### src/rtl/regfile_dump_reader_pkg.sv
// Shared constants for the register-file dump reader: FSM encoding, bank codes
// and the register-file read-port address width.
package regfile_dump_reader_pkg;

  localparam int unsigned REGFILE_ADDR_W = 6;

  localparam logic [2:0] ST_IDLE  = 3'd0;
  localparam logic [2:0] ST_READ  = 3'd1;
  localparam logic [2:0] ST_SEND0 = 3'd2;
  localparam logic [2:0] ST_SEND1 = 3'd3;
  localparam logic [2:0] ST_DONE  = 3'd4;

  localparam logic INT_BANK   = 1'b0;
  localparam logic FLOAT_BANK = 1'b1;

endpackage

### src/rtl/regfile_dump_reader.sv
// Sweeps both register-file read ports over every register (integer bank, then
// optionally the float bank) and streams each value out on a valid/ready port.
module regfile_dump_reader
  import regfile_dump_reader_pkg::*;
#(
  parameter int unsigned DATA_W        = 32,
  parameter int unsigned ADDR_W        = REGFILE_ADDR_W,
  parameter int unsigned NUM_REGS      = 32,
  parameter int unsigned INCLUDE_FLOAT = 1
) (
  input  logic              clk,
  input  logic              rst,
  input  logic              start,
  output logic [ADDR_W-1:0] rd_addr1,
  output logic [ADDR_W-1:0] rd_addr2,
  output logic              rd_float,
  input  logic [DATA_W-1:0] rd_data1,
  input  logic [DATA_W-1:0] rd_data2,
  output logic              out_valid,
  input  logic              out_ready,
  output logic [DATA_W-1:0] out_data,
  output logic [ADDR_W-1:0] out_addr,
  output logic              out_float,
  output logic              out_last,
  output logic              busy,
  output logic              done
);

  localparam logic [ADDR_W-1:0] LAST_IDX = ADDR_W'(NUM_REGS - 2);
  localparam logic              INT_ONLY = (INCLUDE_FLOAT == 0);

  logic [2:0]        state, stateNext;
  logic [ADDR_W-1:0] idx, idxNext, idxPlus1;
  logic              bank, bankNext;
  logic [DATA_W-1:0] buf0, buf0Next, buf1, buf1Next;

  logic              handshake;
  logic              lastPair;
  logic              lastPairNext;
  logic              outValidNext;
  logic [DATA_W-1:0] outDataNext;
  logic [ADDR_W-1:0] outAddrNext;
  logic              outFloatNext;
  logic              outLastNext;

  assign handshake = out_valid && out_ready;
  assign lastPair  = (idx == LAST_IDX) && (bank == FLOAT_BANK || INT_ONLY);

  // Next-state, counter and buffer logic; output values derive from the next state
  always_comb begin
    stateNext    = state;
    idxNext      = idx;
    bankNext     = bank;
    buf0Next     = buf0;
    buf1Next     = buf1;
    outValidNext = 1'b0;
    outDataNext  = '0;
    outAddrNext  = '0;
    outFloatNext = 1'b0;
    outLastNext  = 1'b0;
    lastPairNext = 1'b0;

    case (state)
      ST_IDLE: begin
        if (start) begin
          stateNext = ST_READ;
          idxNext   = '0;
          bankNext  = INT_BANK;
        end
      end
      ST_READ: begin
        buf0Next  = rd_data1;
        buf1Next  = rd_data2;
        stateNext = ST_SEND0;
      end
      ST_SEND0: begin
        if (handshake) stateNext = ST_SEND1;
      end
      ST_SEND1: begin
        if (handshake) begin
          if (lastPair) begin
            stateNext = ST_DONE;
          end else if (idx == LAST_IDX) begin
            idxNext   = '0;
            bankNext  = FLOAT_BANK;
            stateNext = ST_READ;
          end else begin
            idxNext   = idx + ADDR_W'(2);
            stateNext = ST_READ;
          end
        end
      end
      ST_DONE: begin
        stateNext = ST_IDLE;
      end
      default: begin
        stateNext = ST_IDLE;
      end
    endcase

    lastPairNext = (idxNext == LAST_IDX) && (bankNext == FLOAT_BANK || INT_ONLY);

    if (stateNext == ST_SEND0) begin
      outValidNext = 1'b1;
      outDataNext  = buf0Next;
      outAddrNext  = idxNext;
      outFloatNext = bankNext;
    end else if (stateNext == ST_SEND1) begin
      outValidNext = 1'b1;
      outDataNext  = buf1Next;
      outAddrNext  = idxNext + ADDR_W'(1);
      outFloatNext = bankNext;
      outLastNext  = lastPairNext;
    end
  end

  // State, counters, buffers and registered outputs
  always_ff @(posedge clk or posedge rst) begin
    if (rst) begin
      state     <= ST_IDLE;
      idx       <= '0;
      idxPlus1  <= ADDR_W'(1);
      bank      <= INT_BANK;
      buf0      <= '0;
      buf1      <= '0;
      out_valid <= 1'b0;
      out_data  <= '0;
      out_addr  <= '0;
      out_float <= 1'b0;
      out_last  <= 1'b0;
      busy      <= 1'b0;
      done      <= 1'b0;
    end else begin
      state     <= stateNext;
      idx       <= idxNext;
      idxPlus1  <= idxNext + ADDR_W'(1);
      bank      <= bankNext;
      buf0      <= buf0Next;
      buf1      <= buf1Next;
      out_valid <= outValidNext;
      out_data  <= outDataNext;
      out_addr  <= outAddrNext;
      out_float <= outFloatNext;
      out_last  <= outLastNext;
      busy      <= (stateNext != ST_IDLE);
      done      <= (stateNext == ST_DONE);
    end
  end

  assign rd_addr1 = idx;
  assign rd_addr2 = idxPlus1;
  assign rd_float = bank;

endmodule
### config.mk
export PLATFORM = sky130hd
export DESIGN_NAME = regfile_dump_reader
export DESIGN_NICKNAME = d
export VERILOG_FILES = /design/src/rtl/regfile_dump_reader_pkg.sv /design/src/rtl/regfile_dump_reader.sv
export SDC_FILE = /design/constraint.sdc
export NUM_CORES = 1
export LEC_CHECK = 0
export CORE_ASPECT_RATIO = 1.1
export CORE_MARGIN = 2
export CORE_UTILIZATION = 55
export CTS_BUF_LIST = sky130_fd_sc_hd__clkbuf_4 sky130_fd_sc_hd__clkbuf_8
export CTS_CLUSTER_DIAMETER = 200
export DETAILED_ROUTE_END_ITERATION = 12
export PLACE_DENSITY_LB_ADDON = 0.08
export SLEW_MARGIN = 20
export SYNTH_ARGS = -nofsm -noshare
export SYNTH_HDL_FRONTEND = slang
export SYNTH_SLANG_ARGS = --single-unit
### constraint.sdc
create_clock -name clk -period 7 [get_ports clk]
set_input_delay 1.05 -clock clk [delete_from_list [all_inputs] [get_ports clk]]
set_output_delay 1.05 -clock clk [all_outputs]
set_load 0.1 [all_outputs]
# [Yosys cells after proc, flatten, opt, wreduce, memory -nomap -nowiden]
# Cells that the tools add are included.
[totals] ff_bits=123 out_inout_bits=56 word_cells=55
[op_classes] n_addsub=2 eq_ne=8 muxes=27 n_reduce_logical=5
[op_table] operator="two-way mux 32 bit" count=4
[op_table] operator="two-way mux 6 bit" count=6
[op_table] operator="== test 3 x 2 -> 1 bit, second input constant" count=4
[op_table] operator="== test 6 x 5 -> 1 bit, second input constant" count=2
[op_table] operator="two-way mux 3 bit" count=4
[op_table] operator="one-hot mux 3 bit (4 select lines)" count=1
[op_table] operator="one-hot mux 6 bit (2 select lines)" count=1
[op_table] operator="two-way mux 1 bit" count=10
[op_table] operator="adder 6 x 1 -> 6 bit, second input constant" count=1
[op_table] operator="adder 6 x 2 -> 6 bit, second input constant" count=1
[op_table] operator="== test 3 x 1 -> 1 bit, second input constant" count=1
[op_table] operator="== test 3 bit, second input constant" count=1
[op_table] operator="logical AND 1 bit" count=3
[op_table] operator="logical NOT 3 bit" count=1
[op_table] operator="nonzero test 3 bit" count=1
[op_table] operator="one-hot mux 1 bit (2 select lines)" count=1

# [Longest topological paths before layout]
# Gate-level depths: netlist of the first run.
[depth] ltp_word=9 depth_mapped=10

# [Worst setup path before layout of the first run]
# Ideal clock, no wire load.
[synth_timing] kind="reg2reg" startpoint="reg bank, in the netlist rd_float" endpoint="reg out_addr[2]" arrival_time_ps=2801 t_required_ps=6868 slack_ps=4067 path_stages_with_launch=9 period_less_slack_ps=2933 cell_sequence="dfrtp_1 or3b_1 buf_2 o211ai_1 mux2i_1 ha_1 nor4b_1 xnor2_1 nor2_1"
[synth_via] elab_chain_cells=7 elab_cells_between_ends=12
[synth_lines] element="from (decl)" line="regfile_dump_reader.sv:34" text="logic bank, bankNext;"
[synth_lines] element="from (signal assigned)" line="regfile_dump_reader.sv:137" text="bank <= bankNext;"
[synth_lines] element="logical AND 1 bit" line="regfile_dump_reader.sv:47" text="assign lastPair = (idx == LAST_IDX) && (bank == FLOAT_BANK || INT_ONLY);"
[synth_lines] element="two-way mux 6 bit" line="regfile_dump_reader.sv:81" text="if (lastPair) begin"
[synth_lines] element="two-way mux 6 bit" line="regfile_dump_reader.sv:80" text="if (handshake) begin"
[synth_lines] element="one-hot mux 6 bit (2 select lines)" line="regfile_dump_reader.sv:63" text="case (state)"
[synth_lines] element="net idxNext[1]" line="regfile_dump_reader.sv:33" text="logic [ADDR_W-1:0] idx, idxNext, idxPlus1;"
[synth_lines] element="adder 6 x 1 -> 6 bit" line="regfile_dump_reader.sv:111" text="outAddrNext = idxNext + ADDR_W'(1);"
[synth_lines] element="two-way mux 6 bit" line="regfile_dump_reader.sv:108" text="end else if (stateNext == ST_SEND1) begin"
[synth_lines] element="two-way mux 6 bit" line="regfile_dump_reader.sv:103" text="if (stateNext == ST_SEND0) begin"
[synth_lines] element="net outAddrNext[2]" line="regfile_dump_reader.sv:42" text="logic [ADDR_W-1:0] outAddrNext;"
[synth_lines] element="to (signal assigned)" line="regfile_dump_reader.sv:142" text="out_addr <= outAddrNext;"
[synth_lines] element="to (decl)" line="regfile_dump_reader.sv:22" text="output logic [ADDR_W-1:0] out_addr,"
# The timed path passes the listed nets, and every way through them passes these cells.

# [Worst setup path in the final report of the first run]
[layout_timing] startpoint="in out_ready" endpoint="reg out_last"
[layout_via] elab_chain_cells=7 elab_cells_between_ends=14
[layout_lines] element="from (decl)" line="regfile_dump_reader.sv:20" text="input logic out_ready,"
[layout_lines] element="logical AND 1 bit *" line="regfile_dump_reader.sv:46" text="assign handshake = out_valid && out_ready;"
[layout_lines] element="two-way mux 6 bit" line="regfile_dump_reader.sv:80"
[layout_lines] element="one-hot mux 6 bit (2 select lines)" line="regfile_dump_reader.sv:63"
[layout_lines] element="== test 6 x 5 -> 1 bit" line="regfile_dump_reader.sv:101" text="lastPairNext = (idxNext == LAST_IDX) && (bankNext == FLOAT_BANK || INT_ONLY);"
[layout_lines] element="logical AND 1 bit" line="regfile_dump_reader.sv:101"
[layout_lines] element="two-way mux 1 bit" line="regfile_dump_reader.sv:108"
[layout_lines] element="two-way mux 1 bit *" line="regfile_dump_reader.sv:103"
[layout_lines] element="net outLastNext" line="regfile_dump_reader.sv:44" text="logic outLastNext;"
[layout_lines] element="to (signal assigned)" line="regfile_dump_reader.sv:144" text="out_last <= outLastNext;"
[layout_lines] element="to (decl)" line="regfile_dump_reader.sv:24" text="output logic out_last,"
# The timed path passes the listed nets; every way through them passes the cells marked *.

==> results.cfg, run 1 <==
[placed_design]
placed_area_sq_um = 6250
pre_cts_ws_ns = 3.36
hpwl_um = 6970
gp_congestion = 0.831
port_buffers = 123

[route]
post-route-drc-count = 0
first_iter_violations = 168
drt-total-wl_um = 10800
vias = 3434
post_drt_wl_per_cell_um = 16.7
first_pass_iters = 4
viasPerCell = 5.32
postRouteAntennaNets = 0

[sta]
relSlewSlack_pct = 32.1
clock_skew_ns = 0.0130
finalHoldViolations = 0
grt_setup_unrepaired = false
fin_ws_ns = 3.75
setup_viol = 0
fin_setup_tns_ns = 0
fmax_ghz = 0.308
worst_slew_pin_slew_ns = 1.01
fin_crit_ns = 3.25
slew_violations = 0
min_period_over_period_pct = 46.5

[global_route]
grt_usage_pct = 23.4
gr-total-overflow = 0
grt_max_degree = 88
grt_pass1_vias = 3557
grt_pass1_wl_um = 17200
antenna_found_initial = 0

[floorplan]
die_w_um = 94.4
dieArea_sq_um = 9770
placementRows = 36
initial_utilization_pct = 56.3
design.core.area_sq_um = 8780
die-height_um = 103
io_pins = 124

[worst_setup_path]
reg2reg_from = rd_addr1[0]$_DFF_PP0_
reg2reg_slack_ns = 4.14
r2r-end = busy$_DFF_PP0_
crit_chain = clkdlybuf4s50_1 -> a21o_2 -> a22oi_1 -> or3_1 -> buf_4 -> inv_1 -> buf_4 -> nand2_1 -> nor4_1
critPathTopFamily = buffers and inverters
cpPeakStageDelay_ns = 0.59
path_common_cell = buf_4
cp-end-kind = register
worstSetupEndpoint = out_last$_DFF_PP0_
crit_path_max_fanout = 35
cp_num_cells = 9
cpMaxStageDelayCell = clkdlybuf4s50_1
worst-path-buf-inv = 4
critical_path_class = in -> reg
r2r_cells = 7
crit_path_start = out_ready
crit_arrival_ns = 3.58
worstSetupStartpointType = primary input
cp.required_ns = 7.33

[final_layout]
fin_area_sq_um = 6660
drive_above_1_share_pct = 21.3
diodes = 0
synthToLayoutAreaGrowth_pct = 34.6
layout.nets = 589

[clock_network]
cts_tree = built
cts.sinks = 123
clk_path_buf_depth = 2
ctsResizeCount = 0
ctsRootBufferMaster = clkbuf_8
htreeDepth = 4
clkLatencyLatePin_ns = 0.43
clk_pin_slew_worst_paths_ns = 0.07
cts_made_buffers = 17
ctsHoldBuffers = 0
post_cts_buffers = 0

[synth]
synth-edff-count = 0
syn_inst = 395
synthDistinctLibCells = 46
synth-seq-cells = 123
async_flop_share_pct = 100
synth_seq_area_share_pct = 62.2
synth_area_per_cell_sq_um = 12.5
synthesis.area_sq_um = 4950
yosysWarnings = 0
synthFlopType = dfrtp_1
syn_nets = 466

[worst_hold_path]
min_path_cells = 1
hp-start = buf1[14]$_DFF_PP0_
hold_path_class = reg -> reg

[status]
status = finished clean

[run]
maxCapViolCount = 0
sequential cells by signal, summed over array words and instances (netlist names):
register and flops:
state 3, out_valid 1, busy 1, rd_addr1 6, buf0 32, out_last 1
out_data 32, out_float 1, done 1, buf1 32, rd_addr2 6, out_addr 6
rd_float 1
area by class of cell:
| cell class | instances | area (sq um) |
|---|---|---|
| multi-input cells | 240 | 1720 |
| clock buffers | 19 | 255 |
| clock inverters | 13 | 155 |
| fillers | 604 | 2120 |
| repair buffers | 128 | 1270 |
| well taps | 114 | 143 |
| flip-flops and latches | 123 | 3080 |
| inverters | 8 | 32.5 |
synth_stat cells (2+ instances only):
library cell,number,area (sq um)
dfrtp_1,122,3050
nand2_1,72,270
mux2_2,64,721
a21oi_1,33,165
buf_2,12,60.1
clkbuf_1,9,33.8
inv_1,8,30.0
mux2i_1,7,70.1
nand4_1,6,37.5
nor2_1,6,22.5
nand3_1,5,25.0
xnor2_1,5,43.8
or3_1,4,25.0
ha_1,3,37.5
nor4_1,3,18.8
and4_1,2,17.5
buf_6,2,22.5
nor2b_1,2,12.5
nor3_1,2,10.0
nor4b_1,2,17.5
worst min path at each step:
| stage | endpoint | slack, ns |
|---|---|---|
| 2_1_floorplan | buf1[31]$_DFF_PP0_ | 0.47 |
| 3_3_place_gp | buf0[14]$_DFF_PP0_ | 0.48 |
| 3_5_place_dp | buf1[5]$_DFF_PP0_ | 0.48 |
| 4_1_cts | buf1[11]$_DFF_PP0_ | 0.50 |
| 5_1_grt | buf0[2]$_DFF_PP0_ | 0.51 |
| 6_report | buf1[14]$_DFF_PP0_ | 0.50 |
placed cells by master (no fill, tap or decap), types with 2 or more instances in the layout:
cell type        count
a21oi_1             33
and4_1               2
buf_4                4
bufinv_16            2
clkbuf_8            18
clkdlybuf4s50_1    123
clkinv_4             2
clkinvlp_4           3
dfrtp_1            122
ha_1                 3
inv_1                7
inv_6                5
mux2_2              64
mux2i_1              7
nand2_1             72
nand3_1              5
nand4_1              6
nor2_1               6
nor2b_1              2
nor3_1               2
nor3b_2              2
nor4_1               3
nor4b_1              2
or3_1                4
xnor2_1              5
stage by stage:
step           cells  hold WS [ns]  util, %
2_1_floorplan    395         0.472        -
3_3_place_gp     613         0.478     71.1
3_5_place_dp     613         0.484     71.1
4_1_cts          645         0.500     75.8
5_1_grt          645         0.511     75.8
6_report         645         0.497     75.8
layer usage:
layer | track usage [%] | part of all wire, % | wire length, um | vias to the layer above
met5 | 0 | 0 | 0 | -
met4 | 9.81 | 2.2 | 239 | 0
met3 | 7.68 | 6.6 | 714 | 20
met2 | 38.0 | 49 | 5250 | 117
met1 | 29.2 | 42 | 4590 | 1696
li1 | - | - | - | 1601
kinds of logic (layout without fill, tap and decap cells):
kind of cell | count (synthesis) | in the layout | synth area share (%)
AOI/OAI and AO/OA | 43 | 43 | 5.21
xor gates and xnor gates | 6 | 6 | 1.06
adders and majority gates | 3 | 3 | 0.759
buffers and inverters | 32 | 168 | 3.03
DFF | 123 | 123 | 62.2
muxes | 72 | 72 | 16.3
and+or+nand+nor | 116 | 116 | 11.4
Power of run 1 is left out: the tool's default activity adds up to more than one toggle a clock period on the data nets, which glitch-free logic cannot reach.
==> inputs of run 2 (changes only) <==
--- a/config.mk
+++ b/config.mk
@@ -7,7 +7,7 @@
 export LEC_CHECK = 0
 export CORE_ASPECT_RATIO = 1.1
 export CORE_MARGIN = 2
-export CORE_UTILIZATION = 55
+export CORE_UTILIZATION = 46
 export CTS_BUF_LIST = sky130_fd_sc_hd__clkbuf_4 sky130_fd_sc_hd__clkbuf_8
 export CTS_CLUSTER_DIAMETER = 200
 export DETAILED_ROUTE_END_ITERATION = 12
==> constraint.sdc (replaced) <==
create_clock -name clk -period 2.65 [get_ports clk]
set_input_delay 0.3975 -clock clk [delete_from_list [all_inputs] [get_ports clk]]
set_output_delay 0.3975 -clock clk [all_outputs]
set_load 0.1 [all_outputs]
==> run 2 against run 1 <==
Die area is 19% higher. Worst setup slack worse by 3.5 ns. First-iteration DRC count up 5.4%. Flip-flop and latch count is the same. Sequential share of layout area about the same. Register-to-register slack lost 3.9 ns. Wire length is 0.53% higher. Critical path depth down 2. Count of clock-buffer cells in the layout increased by 6. Hold slack got worse by 0.0014 ns. Highest routed layer unchanged.
==> results.cfg, run 2 (synthesis gave the netlist of run 1 again) <==
[worst_setup_path]
cp-end-kind = register
crit_chain = or3b_1 -> o211ai_1 -> mux2i_1 -> ha_1 -> nor4b_1 -> xnor2_1 -> nor2_1
worstSetupStartpointType = register
crit_path_max_fanout = 7
worst-path-buf-inv = 0
crit_arrival_ns = 2.74
critPathTopFamily = simple AND/OR/NAND/NOR gates
cp.required_ns = 2.94
critical_path_class = reg -> reg
cpPeakStageDelay_ns = 0.50
cpMaxStageDelayCell = or3b_1

[global_route]
grt_max_degree = 124
grt_pass1_wl_um = 17500
antenna_found_initial = 0
gr-total-overflow = 0
grt_usage_pct = 19.8
grt_pass1_vias = 3511

[route]
first_iter_violations = 177
postRouteAntennaNets = 0
post_drt_wl_per_cell_um = 16.0
viasPerCell = 5.02
first_pass_iters = 4
post-route-drc-count = 0
vias = 3415
drt-total-wl_um = 10900

[run]
maxCapViolCount = 0

[final_layout]
register_area_sq_um = 3090
synthToLayoutAreaGrowth_pct = 35.1
layout.nets = 596
diodes = 0
layout_common_cells = dfrtp_1 (114), nand2_1 (72), clkdlybuf4s50_1 (67)
multi_input_area_sq_um = 1720
reg_top3 = buf0 (32), buf1 (32), out_data (32)
final_common_cell = dfrtp_1
drive_above_1_share_pct = 34.1
fillers = 868

[floorplan]
dieArea_sq_um = 11600
placementRows = 39
die_w_um = 103
initial_utilization_pct = 47.4
design.core.area_sq_um = 10400
io_pins = 124
die-height_um = 113

[worst_hold_path]
hold_path_class = reg -> reg

[sta]
grt_setup_unrepaired = false
relSlewSlack_pct = 57.8
finalHoldViolations = 0
fin_setup_tns_ns = 0
min_period_over_period_pct = 92.3
clock_skew_ns = 0.0103
fin_crit_ns = 2.45
setup_viol = 0
worst_slew_pin_slew_ns = 0.633
slew_violations = 0
fmax_ghz = 0.409

[clock_network]
clkLatencyLatePin_ns = 0.41
ctsRootBufferMaster = clkbuf_8
clk_pin_slew_worst_paths_ns = 0.07
ctsHoldBuffers = 0
ctsResizeCount = 0
cts.sinks = 123
post_cts_buffers = 0
cts_made_buffers = 17
clk_path_buf_depth = 2
cts_tree = built
htreeDepth = 4

[placed_design]
port_buffers = 123
hpwl_um = 6970
gp_congestion = 0.900

[status]
status = finished clean
## run 2: cell count changes in the layout (fill, tap and decap cells not counted), moves of 2 or more
cell | before | now
clkinv_2 | 0 | 2
buf_4 | 4 | 65
dfrtp_2 | 0 | 8
inv_6 | 5 | 0
buf_12 | 0 | 3
clkinv_4 | 2 | 0
dfrtp_1 | 122 | 114
clkdlybuf4s50_1 | 123 | 67
clkbuf_8 | 18 | 23
## run 2: path summary, 6_finish.rpt
check,endpoint,depth (start not counted),startpoint,slack [ns]
max,out_addr[2]$_DFF_PP0_,7,rd_addr1[0]$_DFF_PP0_,0.20
min,buf1[14]$_DFF_PP0_,1,buf1[14]$_DFF_PP0_,0.50
max reg2reg,out_addr[2]$_DFF_PP0_,7,rd_addr1[0]$_DFF_PP0_,0.20
min reg2reg,buf1[14]$_DFF_PP0_,1,buf1[14]$_DFF_PP0_,0.50
max in group asynchronous,out_addr[4]$_DFF_PP0_,3,rst,1.64
min in group asynchronous,out_addr[5]$_DFF_PP0_,3,rst,0.53
## run 2: final cells by class
class	instances	area share [%]
multi-input cells	240	25.8
inverters	8	0.506
repair buffers	135	18.2
clock buffers	25	4.96
well taps	143	2.68
clock inverters	6	1.61
flip-flops and latches	123	46.2
## run 2: metrics by stage
| step | cells | hold WS, ns | setup slack [ns] | utilization (%) | cell area (sq um) |
|---|---|---|---|---|---|
| floorplan | 395 | 0.472 | 0.000782 | - | 4960 |
| global placement | 649 | 0.478 | 0.254 | 59.8 | 6240 |
| detailed placement | 649 | 0.485 | 0.157 | 59.8 | 6240 |
| CTS | 680 | 0.500 | 0.217 | 64.0 | 6680 |
| global route | 680 | 0.508 | 0.0113 | 64.0 | 6680 |
| finish | 680 | 0.496 | 0.204 | 64.0 | 6680 |
## run 2: layer usage
metal | part of all wire [%] | vias to the layer above | global-route usage [%]
met2 | 50 | 105 | 31.2
met4 | 0.70 | 0 | 6.32
met3 | 5.7 | 6 | 6.11
li1 | - | 1615 | -
met5 | 0 | - | 0
met1 | 43 | 1689 | 26.4
Power of run 2 is left out for the same reason.
